File: src/rtl/ff256ct_stream_ctrl.sv
// ff256ct_stream_ctrl: valid/ready intake, fixed-latency core tracking and credit-limited result FIFO.
// Define FF256CT_STREAM_CTRL_PERF_EN to add saturating pop and stall counters.
module ff256ct_stream_ctrl #(
  parameter int PIPE_LATENCY = 3,
  parameter int OUT_DEPTH    = 4,
  parameter int CNT_WIDTH    = 16
) (
  input  logic        clk,
  input  logic        reset,
  input  logic        enable,
  input  logic        flush,
  input  logic        in_valid,
  input  logic [63:0] in_data,
  output logic        in_ready,
  output logic [63:0] core_x_in,
  input  logic [63:0] core_x_out,
  output logic        out_valid,
  output logic [63:0] out_data,
  input  logic        out_ready,
  output logic        busy,
  output logic [1:0]  state_o
`ifdef FF256CT_STREAM_CTRL_PERF_EN
  ,
  output logic [CNT_WIDTH-1:0] perf_vec_cnt,
  output logic [CNT_WIDTH-1:0] perf_stall_cnt
`endif
);
  localparam int AW = $clog2(OUT_DEPTH);
  localparam int CW = AW + 1;
  typedef enum logic [1:0] {IDLE = 2'b00, RUN = 2'b01, DRAIN = 2'b10} state_t;
  state_t state_q, state_d;
  logic [CW-1:0] inflight_q, cnt_q;
  logic [AW-1:0] wr_q, rd_q;
  logic [PIPE_LATENCY:0] vld_q;
  logic [63:0] mem [OUT_DEPTH];
  logic acc, cap, pop;
  // Credit: every accepted vector owns a FIFO slot until it is popped.
  assign in_ready = state_q == RUN && ({1'b0, inflight_q} + {1'b0, cnt_q}) < (CW + 1)'(OUT_DEPTH);
  assign acc = in_valid & in_ready;
  // x_out settles after the core's PIPE_LATENCY edges, so it is sampled one edge later.
  assign cap = vld_q[PIPE_LATENCY];
  assign out_valid = cnt_q != '0;
  assign pop = out_valid & out_ready;
  assign out_data = out_valid ? mem[rd_q] : '0;
  assign busy = state_q != IDLE || inflight_q != '0 || cnt_q != '0;
  assign state_o = state_q;
  always_comb begin
    state_d = state_q;
    if (state_q == IDLE && enable && !flush) state_d = RUN;
    if (state_q == RUN && (flush || !enable)) state_d = DRAIN;
    if (state_q == DRAIN && inflight_q == '0 && cnt_q == '0) state_d = IDLE;
  end
  always_ff @(posedge clk or negedge reset)
    if (!reset) begin
      state_q    <= IDLE;
      vld_q      <= '0;
      core_x_in  <= '0;
      inflight_q <= '0;
      cnt_q      <= '0;
      wr_q       <= '0;
      rd_q       <= '0;
    end else begin
      state_q    <= state_d;
      vld_q      <= {vld_q[PIPE_LATENCY-1:0], acc};
      if (acc) core_x_in <= in_data;
      inflight_q <= inflight_q + CW'(acc) - CW'(cap);
      cnt_q      <= cnt_q + CW'(cap) - CW'(pop);
      wr_q       <= wr_q + AW'(cap);
      rd_q       <= rd_q + AW'(pop);
    end
  always_ff @(posedge clk)
    if (cap) mem[wr_q] <= core_x_out;
`ifdef FF256CT_STREAM_CTRL_PERF_EN
  always_ff @(posedge clk or negedge reset)
    if (!reset) begin
      perf_vec_cnt   <= '0;
      perf_stall_cnt <= '0;
    end else begin
      if (pop && !(&perf_vec_cnt)) perf_vec_cnt <= perf_vec_cnt + CNT_WIDTH'(1);
      if (in_valid && !in_ready && state_q == RUN && !(&perf_stall_cnt))
        perf_stall_cnt <= perf_stall_cnt + CNT_WIDTH'(1);
    end
`endif
endmodule

File: config.mk
export PLATFORM = sky130hd
export DESIGN_NAME = ff256ct_stream_ctrl
export DESIGN_NICKNAME = d
export VERILOG_FILES = /design/src/rtl/ff256ct_stream_ctrl.sv
export SDC_FILE = /design/constraint.sdc
export NUM_CORES = 1
export LEC_CHECK = 0
export ABC_AREA = 1
export ABC_CLOCK_PERIOD_IN_PS = 14800
export CAP_MARGIN = 10
export CORE_ASPECT_RATIO = 0.8
export CORE_MARGIN = 5
export CORE_UTILIZATION = 45
export DETAILED_ROUTE_END_ITERATION = 8
export PLACE_DENSITY_LB_ADDON = 0.25
export SKIP_CTS_REPAIR_TIMING = 1
export SLEW_MARGIN = 40
export SYNTH_ARGS = -nofsm -noshare
export SYNTH_HDL_FRONTEND = slang
export SYNTH_SLANG_ARGS = --single-unit
File: constraint.sdc
create_clock -name clk -period 14.8 [get_ports clk]
set_input_delay 1.48 -clock clk [delete_from_list [all_inputs] [get_ports clk]]
set_output_delay 1.48 -clock clk [all_outputs]
set_load 0.05 [all_outputs]
### Yosys cells after proc, flatten, opt, wreduce, memory -nomap -nowiden

Memory sizes are Yosys's and may differ from the RTL's.
Index checks and enable logic that the tools add are counted.

* register bits after elaboration: 80
* output and inout bits: 133
* memory bits (writable): 256
* bits of input ports: 134
* memories: 1
* logic and storage cells: 44

Memory list
* mem: words 4, width 64, read ports 1, clocked after Yosys merged registers in 0, wr ports 1, RTL line 35 `logic [63:0] mem [OUT_DEPTH];`

* $add $sub $neg: 7
* equal/unequal tests: 2
* order comparisons: 1
* reduce and logical (&&, ||, !) cells: 18
* mux-type cells: 6
* bitwise gates (word level): 2

Operator list (count)
* $mux 64: 1
* $reduce_bool 3->1: 3
* $add 3x1->3: 2
* $logic_and 1x1->1: 6
* $logic_not 3->1: 2
* $mux 2: 3
* $sub 3x1->3: 2
* $add 2x1->2: 2
* $add 3x3->4: 1
* $lt 4x3->1 const B: 1
* $logic_or 1x1->1: 3
* $and 1x1->1: 2
* $eq 2x1->1 const B: 1
* $eq 2x2->1 const B: 1
* $logic_not 1->1: 2
* $logic_not 2->1: 1
* $mux 1: 2
* $reduce_bool 2->1: 1

### Longest topological paths before layout

Gate-level depths: netlist of the first run.

* depth after elaboration: 6
* gate-level depth with buffers: 12
* depth with buffers taken out: 11

### Worst setup path before layout of the first run

OpenSTA, ideal clock, no wires.

* kind: register to register
* from: register vld_q[3]
* to: memory mem[1][0], enable pin
* cell stages (with the launch flop): 3
* required time: 14.235 ns
* setup slack: 9.398 ns
* setup time: 0.565 ns
* data arrival time: 4.837 ns
* path buffers: 0
* clock period less this slack: 5.402 ns
* cells stage by stage: dfrtp_1 -> inv_1 -> nor3_1

* longest elaborated chain between the ends: 2

RTL lines
* start, declared: RTL line 34 `logic [PIPE_LATENCY:0] vld_q;`
* start signal, assigned: RTL line 64 `vld_q <= {vld_q[PIPE_LATENCY-1:0], acc};`
* $mux 1: RTL line 72 `if (cap) mem[wr_q] <= core_x_out;`
* $mux 1 (not written as such): RTL line 72
* end, declared: RTL line 35

Every way passes these cells.

### Worst setup path after layout of the first run

* from: register rd_q[0]
* to: output out_data[10]

* longest elaborated chain between the ends: 2

RTL lines
* start, declared: RTL line 33 `logic [AW-1:0] wr_q, rd_q;`
* start signal, assigned: RTL line 69 `rd_q <= rd_q + AW'(pop);`
* $mem_v2 4x64
* $mux 64: RTL line 44 `assign out_data = out_valid ? mem[rd_q] : '0;`
* end, declared: RTL line 18 `output logic [63:0] out_data,`

Every way passes these cells.

==> results of run 1 <==
[final cells by class]
cell class / instances / area share
tap: 377 / 0.02744
clock buffer: 41 / 0.05408
inverter: 18 / 0.003931
sequential: 336 / 0.5640
clock inverter: 20 / 0.009172
timing repair buffer: 284 / 0.1639
multi-input combinational: 679 / 0.1775
[logic make-up after synthesis]
group,after synthesis,synth area share
flops,336,0.7328
compound gates,195,0.07381
simple gates,468,0.1404
buf+inv,87,0.03833
xor+xnor,6,0.003975
fa+ha+maj,10,0.01060
[power breakdown]
group	internal (uW)	switching, uW
sequential	1100	64.4
combinational	548	1230
clock	484	341
[synthesized netlist by cell type (4+ instances only)]
cell | number | area share
nor2_1 | 262 | 0.074
edfxtp_1 | 256 | 0.58
nand2_1 | 132 | 0.037
o21ai_0 | 127 | 0.048
dfrtp_1 | 80 | 0.15
nand3_1 | 66 | 0.025
a21oi_1 | 65 | 0.025
clkbuf_1 | 19 | 0.0054
buf_2 | 18 | 0.0068
buf_6 | 17 | 0.014
inv_1 | 15 | 0.0043
buf_4 | 8 | 0.0045
ha_1 | 8 | 0.0076
buf_1 | 7 | 0.0020
nor3_1 | 4 | 0.0015
[through the flow]
stage / setup WS (ns) / power, uW / hold slack (ns) / utilization
2_1_floorplan: 9.398 / 2391 / 0.3312 / -
3_3_place_gp: 10.10 / 2946 / 0.3334 / 0.5512
3_5_place_dp: 10.02 / 2969 / 0.3347 / 0.5522
4_1_cts: 9.468 / 3808 / 0.3500 / 0.5895
5_1_grt: 9.546 / 3963 / 0.3556 / 0.5897
6_report: 9.720 / 3768 / 0.3508 / 0.5897
[worst max path at each step]
stage / from / to / cells after the start
floorplan: vld_q[3]$_DFF_PN0_ / mem[1][0]$_DFFE_PP_ / 2
global placement: rd_q[0]$_DFF_PN0_ / out_data[63] / 5
detailed placement: rd_q[0]$_DFF_PN0_ / out_data[63] / 5
CTS: rd_q[0]$_DFF_PN0_ / out_data[63] / 5
global route: rd_q[0]$_DFF_PN0_ / out_data[20] / 5
finish: rd_q[0]$_DFF_PN0_ / out_data[10] / 5
[worst register-to-register path: stages (launching register included)]
cell and delay, ns:
dfrtp_1 0.41, ha_1 0.29, nand3b_1 0.19, nor2_4 0.11
buf_4 0.55, nand2_2 0.07, buf_4 0.36, ha_1 0.39
inv_1 0.06, ha_1 0.13, inv_1 0.05, fa_1 0.40
xnor2_1 0.14
[per-layer routing]
metal,wire (microns),vias to the layer above
met2,15990,269
met4,576,2
li1,-,4308
met3,1838,49
met1,13500,4380
met5,11,-
[sequential cells by signal, indices dropped and copies added (netlist names)]
name / flops
cnt_q: 3
core_x_in: 64
inflight_q: 3
mem: 256
rd_q: 2
state_o: 2
vld_q: 4
wr_q: 2
[placed cells by master (no fill, tap or decap), drive strengths merged]
master         count
ha                 8
fa                 2
clkbuf            41
nand3b             2
a21oi             65
dfrtp             80
o21ai            130
xor2               3
inv               19
nor2             263
clkinv            17
nand3             66
bufinv             2
nor3               4
buf               20
xnor2              3
clkdlybuf4s50    264
nand2            133
edfxtp           256
==> reports/results.ini, run 1 <==
[status]
status = finished clean

[die]
start_util = 0.4536
core.rowCount = 56
ioPinCount = 267
die_h_microns = 163.3
die_w_microns = 201.6
dieArea_sq_um = 32930
core-area_sq_um = 29150

[synthesis]
ys_seq_area_frac = 0.7328
synthCells = 1102
synth-warning-count = 0
synth-main-ff-cell = edfxtp_1
async_flop_share = 0.2381
netlist_area_sq_um = 13220
ys_ff_latch = 336
yosysUniqueCellTypes = 23
synth-edff-count = 256
synth_fp_nets = 1246
avgSynthCellArea_sq_um = 12.00

[setup_path]
endpoint_kind = primary output
cp_slowest_stage_delay_ns = 0.86
timing.rr.start = inflight_q[2]$_DFF_PN0_
crit_required_ns = 13.32
r2r-end = inflight_q[2]$_DFF_PN0_
cp.arrival_ns = 3.60
critical_path.max_fanout = 98
timing_worst_setup_path_type = register to primary output
r2r_cells = 12
cp_slowest_cell = clkdlybuf4s50_1
r2r_slack_ns = 11.53
start_kind = register
critPathBufInv = 3
path_delay_family = buffers and inverters
crit_chain = inv_2 -> buf_6 -> o21ai_0 -> a21oi_1 -> clkdlybuf4s50_1

[global_routing]
grt_busiest_layer = met2
grt_use_total = 0.1929
grt_max_degree = 99
antenna_found_initial = 1
grt_util_met2 = 0.3298
first_global_vias = 9232
grtUsageMet1 = 0.2609
grt_pass1_wl_microns = 50780
grt_use_met3 = 0.03493
grt_overflow = 0

[drt]
postRouteAntennaNets = 0
vias = 9008
drc = 0
drt_iter0_drc = 738
vias_per_cell = 5.133
wirelength_microns = 31920
drt_pass1_iterations = 5
avgRoutedWirePerCell_microns = 18.19

[cells_and_area]
area_growth_syn_to_layout_pct = 30.01
drive_gt1_frac = 0.05806
antenna-diode-count = 0
regArea_sq_um = 9694
final_cell_area_sq_um = 17190
multi_input_area_sq_um = 3050
nets = 1498
fill_cells = 2375
fin_cells = 1755

[placed_design]
gp_congestion = 0.7546
placed_area_sq_um = 16090
dp_hpwl_microns = 19310
portBuffers = 266
dp_cells = 1694

[clock_tree]
cts_tree = done
cts.sink_count = 336
cts_buffers = 35
clock-root-buffer = clkbuf_16
clockBufferDepth = 3
path_clk_slew_ns = 0.06
cts_max_level = 2
insertion_delay_ns = 0.50

[timing]
hold_viol_final = 0
rsz0062_at_grt = no
skew_ns = 0.009141
final-max-slew-violation-count = 0
worst_pin_slew_ns = 0.7643
fmax_ghz = 0.1969
setup-violations-final = 0
period_share = 0.3432
period_minus_slack_ns = 5.080
fin_tns_setup_ns = 0
slew_headroom = 0.4905

[min_path]
holdPathStages = 0
hold_path.class = register to register
holdCritStartpoint = vld_q[1]$_DFF_PN0_
min_to = vld_q[2]$_DFF_PN0_

[power_and_ir_drop]
ir_worst_vdd_mv = 0.2044
p_per_area_nw_per_um2 = 219.2
leakage_uw = 0.006463

[run]
cap_violations = 0

Power figures use the tool's default switching activity.
==> inputs of run 2 (changes only) <==
--- a/config.mk
+++ b/config.mk
@@ -6,7 +6,7 @@
 export NUM_CORES = 1
 export LEC_CHECK = 0
 export ABC_AREA = 1
-export ABC_CLOCK_PERIOD_IN_PS = 14800
+export ABC_CLOCK_PERIOD_IN_PS = 4650
 export CAP_MARGIN = 10
 export CORE_ASPECT_RATIO = 0.8
 export CORE_MARGIN = 5
==> constraint.sdc (replaced) <==
create_clock -name clk -period 4.65 [get_ports clk]
set_input_delay 0.465 -clock clk [delete_from_list [all_inputs] [get_ports clk]]
set_output_delay 0.465 -clock clk [all_outputs]
set_load 0.05 [all_outputs]
==> reports/results.ini, run 2 (synthesis results as in run 1) <==
[clock_tree]
clockBufferDepth = 3  ; unchanged
clock-root-buffer = clkbuf_16
path_clk_slew_ns = 0.06  ; about the same
cts_buffers = 35  ; unchanged
cts_tree = done
cts_max_level = 2  ; unchanged
insertion_delay_ns = 0.50  ; about the same
cts.sink_count = 336  ; unchanged

[timing]
rsz0062_at_grt = no
hold_ws_ns = -0.004454  ; -0.3552 ns
worst_pin_slew_ns = 0.7304  ; -0.03385 ns
hold_viol_final = 9  ; +9
setup-violations-final = 0  ; unchanged
period_minus_slack_ns = 3.780
fmax_ghz = 0.2645
skew_ns = 0.01340  ; +0.004254 ns
period_share = 0.8129
slew_headroom = 0.5131  ; +0.02257
final-max-slew-violation-count = 0  ; unchanged

[cells_and_area]
largest_reg_flops = 256  ; unchanged
area_growth_syn_to_layout_pct = 29.72
largestRegisters = mem: 256 flops, core_x_in: 64 flops, vld_q: 4 flops
multi_input_area_sq_um = 3050  ; unchanged
fin_cells = 1756  ; +0.057%
nets = 1500  ; +0.13%
drive_gt1_frac = 0.05584  ; -0.002218
layout_commonest_cell = clkdlybuf4s50_1
top_register = mem
antenna-diode-count = 0  ; unchanged
layout_common_cells = clkdlybuf4s50_1 (264), nor2_1 (262), edfxtp_1 (256)
regArea_sq_um = 9694  ; unchanged
fill_cells = 2388  ; +0.55%

[power_and_ir_drop]
leakage_uw = 0.006443  ; -0.32%
pwr-share-clk = 0.215  ; -0.004
power_frac_comb = 0.472  ; about the same
p_sw_frac = 0.4332  ; -0.001433
seqPwrFrac = 0.313  ; +0.004
switching_power_uw = 5159  ; +210%
ir_worst_vdd_mv = 0.7484  ; +270%
internal-power_uw = 6749  ; +220%
p_per_area_nw_per_um2 = 694.3  ; +220%

[setup_path]
cp_num_cells = 5  ; unchanged
endpoint_kind = primary output
crit_required_ns = 4.18  ; -9.14 ns
critPathBufInv = 3  ; unchanged
path_delay_family = buffers and inverters
timing_worst_setup_path_type = register to primary output
critical_path.max_fanout = 76  ; -22%
cp_slowest_cell = clkdlybuf4s50_1
r2r_cells = 9  ; -3
cp_slowest_stage_delay_ns = 0.87  ; about the same
cp.arrival_ns = 3.32  ; -0.28 ns
crit_chain = inv_2 -> buf_4 -> o21ai_0 -> a21oi_1 -> clkdlybuf4s50_1
start_kind = register

[die]
die_h_microns = 163.3  ; unchanged
start_util = 0.4536  ; unchanged
ioPinCount = 267  ; unchanged
dieArea_sq_um = 32930  ; unchanged
die_w_microns = 201.6  ; unchanged
core-area_sq_um = 29150  ; unchanged
core.rowCount = 56  ; unchanged

[drt]
drt_pass1_iterations = 5  ; unchanged
vias = 8867  ; -1.6%
postRouteAntennaNets = 0  ; unchanged
vias_per_cell = 5.050  ; -1.6%
avgRoutedWirePerCell_microns = 18.00  ; -1.0%
drc = 0  ; unchanged
wirelength_microns = 31600  ; -0.99%
drt_iter0_drc = 623  ; -16%

[placed_design]
portBuffers = 266  ; unchanged
dp_hpwl_microns = 19150  ; -0.84%
dp_cells = 1696  ; +0.12%
gp_congestion = 0.7711  ; +2.2%

[global_routing]
antenna_found_initial = 0  ; -1
grt_overflow = 0  ; unchanged
first_global_vias = 8966  ; -2.9%
grt_pass1_wl_microns = 49800  ; -1.9%
grt_max_degree = 77  ; -22%
grt_use_total = 0.1903  ; -0.002700

[run]
cap_violations = 0  ; unchanged

[min_path]
hold_path.class = input port to async pin

[status]
violations = negative hold slack
status = finished with violations

## run 2: changes by cell type in the layout (fill, tap and decap cells not counted), sizes merged
cell / change
buf: +2
bufinv: -1
clkbuf: +8
clkinv: -7
inv: -1
## run 2: per-layer routing
| metal | track usage | routed length, microns | part of all wire | vias up |
|---|---|---|---|---|
| met5 | 0 | 0 | 0 | - |
| met4 | 0.05839 | 758 | 0.024 | 0 |
| met3 | 0.03414 | 1663 | 0.053 | 50 |
| met2 | 0.3107 | 15080 | 0.48 | 263 |
| met1 | 0.2640 | 14100 | 0.45 | 4252 |
| li1 | - | - | - | 4302 |
## run 2: stage by stage
stage / cell area, sq um / power [uW] / utilization / TNS (ns) / worst slack (ns)
after detailed placement: 16100 / 9443 / 0.5524 / 0 / 1.406
final: 17150 / 11910 / 0.5884 / 0 / 0.8698
after floorplan: 13220 / 7611 / - / -189.26 / -0.7519
after global routing: 17150 / 12530 / 0.5884 / 0 / 0.6945
after global placement: 16100 / 9403 / 0.5524 / 0 / 1.398
after CTS: 17150 / 12040 / 0.5883 / 0 / 0.8516
## run 2: worst paths after layout
path,from,end,slack [ns]
max,rd_q[0]$_DFF_PN0_,out_data[57],0.87
min,reset,core_x_in[19]$_DFFE_PN0P_,-0.004
max reg2reg,cnt_q[1]$_DFF_PN0_,cnt_q[2]$_DFF_PN0_,2.24
min reg2reg,vld_q[0]$_DFF_PN0_,vld_q[1]$_DFF_PN0_,0.35
max in group asynchronous,reset,core_x_in[60]$_DFFE_PN0P_,3.77
min in group clk,vld_q[0]$_DFF_PN0_,vld_q[1]$_DFF_PN0_,0.35
## run 2: cell type report
class,instances,area share
timing repair buffer,286,0.1645
tap,377,0.02750
inverter,18,0.003940
clock buffer,49,0.05661
clock inverter,11,0.004304
sequential,336,0.5653
multi-input combinational,679,0.1779
## run 2: power by group through the flow
stage	registers (uW)	logic [uW]	clock network, uW
global placement	3780	5620	0
finish	3730	5620	2560
detailed placement	3780	5660	0
global route	3760	6000	2760
floorplan	4280	3330	0
CTS	3730	5690	2630
## run 2: worst register-to-register path, stage by stage (launching register included)
cell and delay, ns:
dfrtp_1 0.42, nor2_1 0.12, nand2_1 0.08, inv_2 0.46, nor2_1 0.16, ha_1 0.31, inv_1 0.04, ha_1 0.18
fa_1 0.37, xor2_1 0.16
==> inputs of run 3 (changes only) <==
--- a/config.mk
+++ b/config.mk
@@ -6,7 +6,7 @@
 export NUM_CORES = 1
 export LEC_CHECK = 0
 export ABC_AREA = 1
-export ABC_CLOCK_PERIOD_IN_PS = 4650
+export ABC_CLOCK_PERIOD_IN_PS = 3820
 export CAP_MARGIN = 10
 export CORE_ASPECT_RATIO = 0.8
 export CORE_MARGIN = 5
==> constraint.sdc (replaced) <==
create_clock -name clk -period 3.82 [get_ports clk]
set_input_delay 0.382 -clock clk [delete_from_list [all_inputs] [get_ports clk]]
set_output_delay 0.382 -clock clk [all_outputs]
set_load 0.05 [all_outputs]
==> reports/results.ini, run 3 (synthesis results as in run 1) <==
[status]
status = finished clean

[drt]
vias = 8996  ; +1.5%
met3_length_microns = 1686  ; +1.4%
drt_iter0_drc = 592  ; -5.0%
highest_layer = met5
m1WireLength_microns = 14220  ; +0.88%
avgRoutedWirePerCell_microns = 18.42  ; +2.4%
postRouteAntennaNets = 0  ; unchanged
wirelength_microns = 32390  ; +2.5%
wl_met2_microns = 15720  ; +4.2%
drt_pass1_iterations = 5  ; unchanged
vias_per_cell = 5.117  ; +1.3%
drc = 0  ; unchanged

[power_and_ir_drop]
pwr-share-clk = 0.212  ; -0.003
p_sw_frac = 0.4297  ; -0.003474
ir_worst_vdd_mv = 0.8142  ; +8.8%
leakage_uw = 0.006658  ; +3.3%
switching_power_uw = 6527  ; +27%
p_per_area_nw_per_um2 = 872.2  ; +26%
power_frac_comb = 0.492  ; +0.020
seqPwrFrac = 0.296  ; -0.017
internal-power_uw = 8661  ; +28%

[die]
die_h_microns = 163.3  ; unchanged
ioPinCount = 267  ; unchanged
dieArea_sq_um = 32930  ; unchanged
start_util = 0.4536  ; unchanged
core-area_sq_um = 29150  ; unchanged
die_w_microns = 201.6  ; unchanged
core.rowCount = 56  ; unchanged

[placed_design]
dp_hpwl_microns = 19320  ; +0.88%
gp_congestion = 0.7718  ; about the same
portBuffers = 266  ; unchanged
placed_area_sq_um = 16320  ; +1.4%
dp_slack_ns = 1.338  ; -0.06750 ns

[timing]
worst_pin_slew_ns = 0.7272  ; -0.003201 ns
period_share = 0.7856
fin_tns_setup_ns = 0  ; unchanged
rsz0062_at_grt = no
slew_headroom = 0.5152  ; +0.002134
fmax_ghz = 0.3332
skew_ns = 0.01455  ; +0.001151 ns
period_minus_slack_ns = 3.001
setup-violations-final = 0  ; unchanged
setup_ws_ns = 0.8190  ; -0.05082 ns
final-max-slew-violation-count = 0  ; unchanged
hold_viol_final = 0  ; -9

[setup_path]
crit_chain = inv_2 -> buf_12 -> o21ai_0 -> a21oi_1 -> buf_4
path_delay_family = buffers and inverters
crit_required_ns = 3.44  ; -0.74 ns
cp_num_cells = 5  ; unchanged
cp_slowest_stage_delay_ns = 0.65  ; -0.22 ns
timing_worst_setup_path_type = register to primary output
cp.arrival_ns = 2.62  ; -0.70 ns
endpoint_kind = primary output
timing.rr.start = inflight_q[2]$_DFF_PN0_
cp_slowest_cell = dfrtp_4
cp-startpoint = rd_q[0]$_DFF_PN0_
critPathBufInv = 3  ; unchanged
r2r_cells = 10  ; +1
start_kind = register
critical_path.max_fanout = 58  ; -24%

[cells_and_area]
layout_commonest_cell = nor2_1
area_growth_syn_to_layout_pct = 31.71
largestRegisters = mem: 256 flops, core_x_in: 64 flops, vld_q: 4 flops
largest_reg_flops = 256  ; unchanged
top_register = mem
nets = 1500  ; unchanged
finish.utilization = 0.5974  ; +0.009058
antenna-diode-count = 0  ; unchanged
final_cell_area_sq_um = 17410  ; +1.5%
drive_gt1_frac = 0.1043  ; +0.04843
layout_common_cells = nor2_1 (262), edfxtp_1 (256), clkdlybuf4s50_1 (200)

[clock_tree]
cts_buffers = 35  ; unchanged
insertion_delay_ns = 0.51  ; about the same
cts_max_level = 2  ; unchanged
clockBufferDepth = 3  ; unchanged
clock-root-buffer = clkbuf_16
cts_tree = done
path_clk_slew_ns = 0.06  ; about the same
cts.sink_count = 336  ; unchanged

[min_path]
holdCritStartpoint = vld_q[0]$_DFF_PN0_
holdPathStages = 0
hold_path.class = register to register

[global_routing]
antenna_found_initial = 1  ; +1
first_global_vias = 9126  ; +1.8%
grt_pass1_wl_microns = 50810  ; +2.0%
grt_use_total = 0.1945  ; +0.004254
grt_overflow = 0  ; unchanged
grt_max_degree = 68  ; -12%

[run]
cap_violations = 0  ; unchanged

## run 3: metal layers
| metal | global-route usage | vias up |
|---|---|---|
| met4 | 0.05714 | 2 |
| li1 | - | 4303 |
| met2 | 0.3198 | 249 |
| met3 | 0.03335 | 59 |
| met5 | 0 | - |
| met1 | 0.2702 | 4383 |
## run 3: power groups by stage
| stage | Combinational (uW) | Clock, uW | Sequential, uW |
|---|---|---|---|
| after floorplan | 4050 | 0 | 5210 |
| after global placement | 7440 | 0 | 4550 |
| after detailed placement | 7520 | 0 | 4560 |
| after CTS | 7550 | 3300 | 4500 |
| after global routing | 7950 | 3450 | 4540 |
| final | 7470 | 3220 | 4500 |
## run 3: path summary, 6_finish.rpt
kind	endpoint	slack, ns
worst max-delay path	out_data[35]	0.82
worst max register to register	inflight_q[2]$_DFF_PN0_	1.51
max in group asynchronous	state_o[1]$_DFFE_PN0P_	2.66
worst min register to register	vld_q[1]$_DFF_PN0_	0.35
worst min-delay path	vld_q[1]$_DFF_PN0_	0.35
min in group asynchronous	core_x_in[35]$_DFFE_PN0P_	0.49
## run 3: cell type report
class,count,area (sq um)
well taps,377,471.7
repair buffers,286,3047
clock inverters,16,145.1
flip-flops and latches,336,9694
fillers,2349,11730
inverters,18,67.56
multi-input cells,679,3050
clock buffers,46,938.4
## run 3: per-stage QoR
step,cells,hold slack [ns],power [uW]
finish,1758,0.3471,15190
global route,1758,0.3546,15940
CTS,1757,-0.1046,15340
detailed placement,1695,0.3347,12080
global placement,1694,0.3318,11990
floorplan,1102,0.08641,9265
## run 3: worst reg2reg max path, cell delays in order (launching register included)
cell,delay (ns)
dfrtp_1,0.42
ha_1,0.30
nand3b_1,0.19
nor2_4,0.17
nand2_2,0.07
ha_1,0.26
inv_1,0.06
ha_1,0.14
inv_1,0.05
fa_1,0.40
xnor2_1,0.14
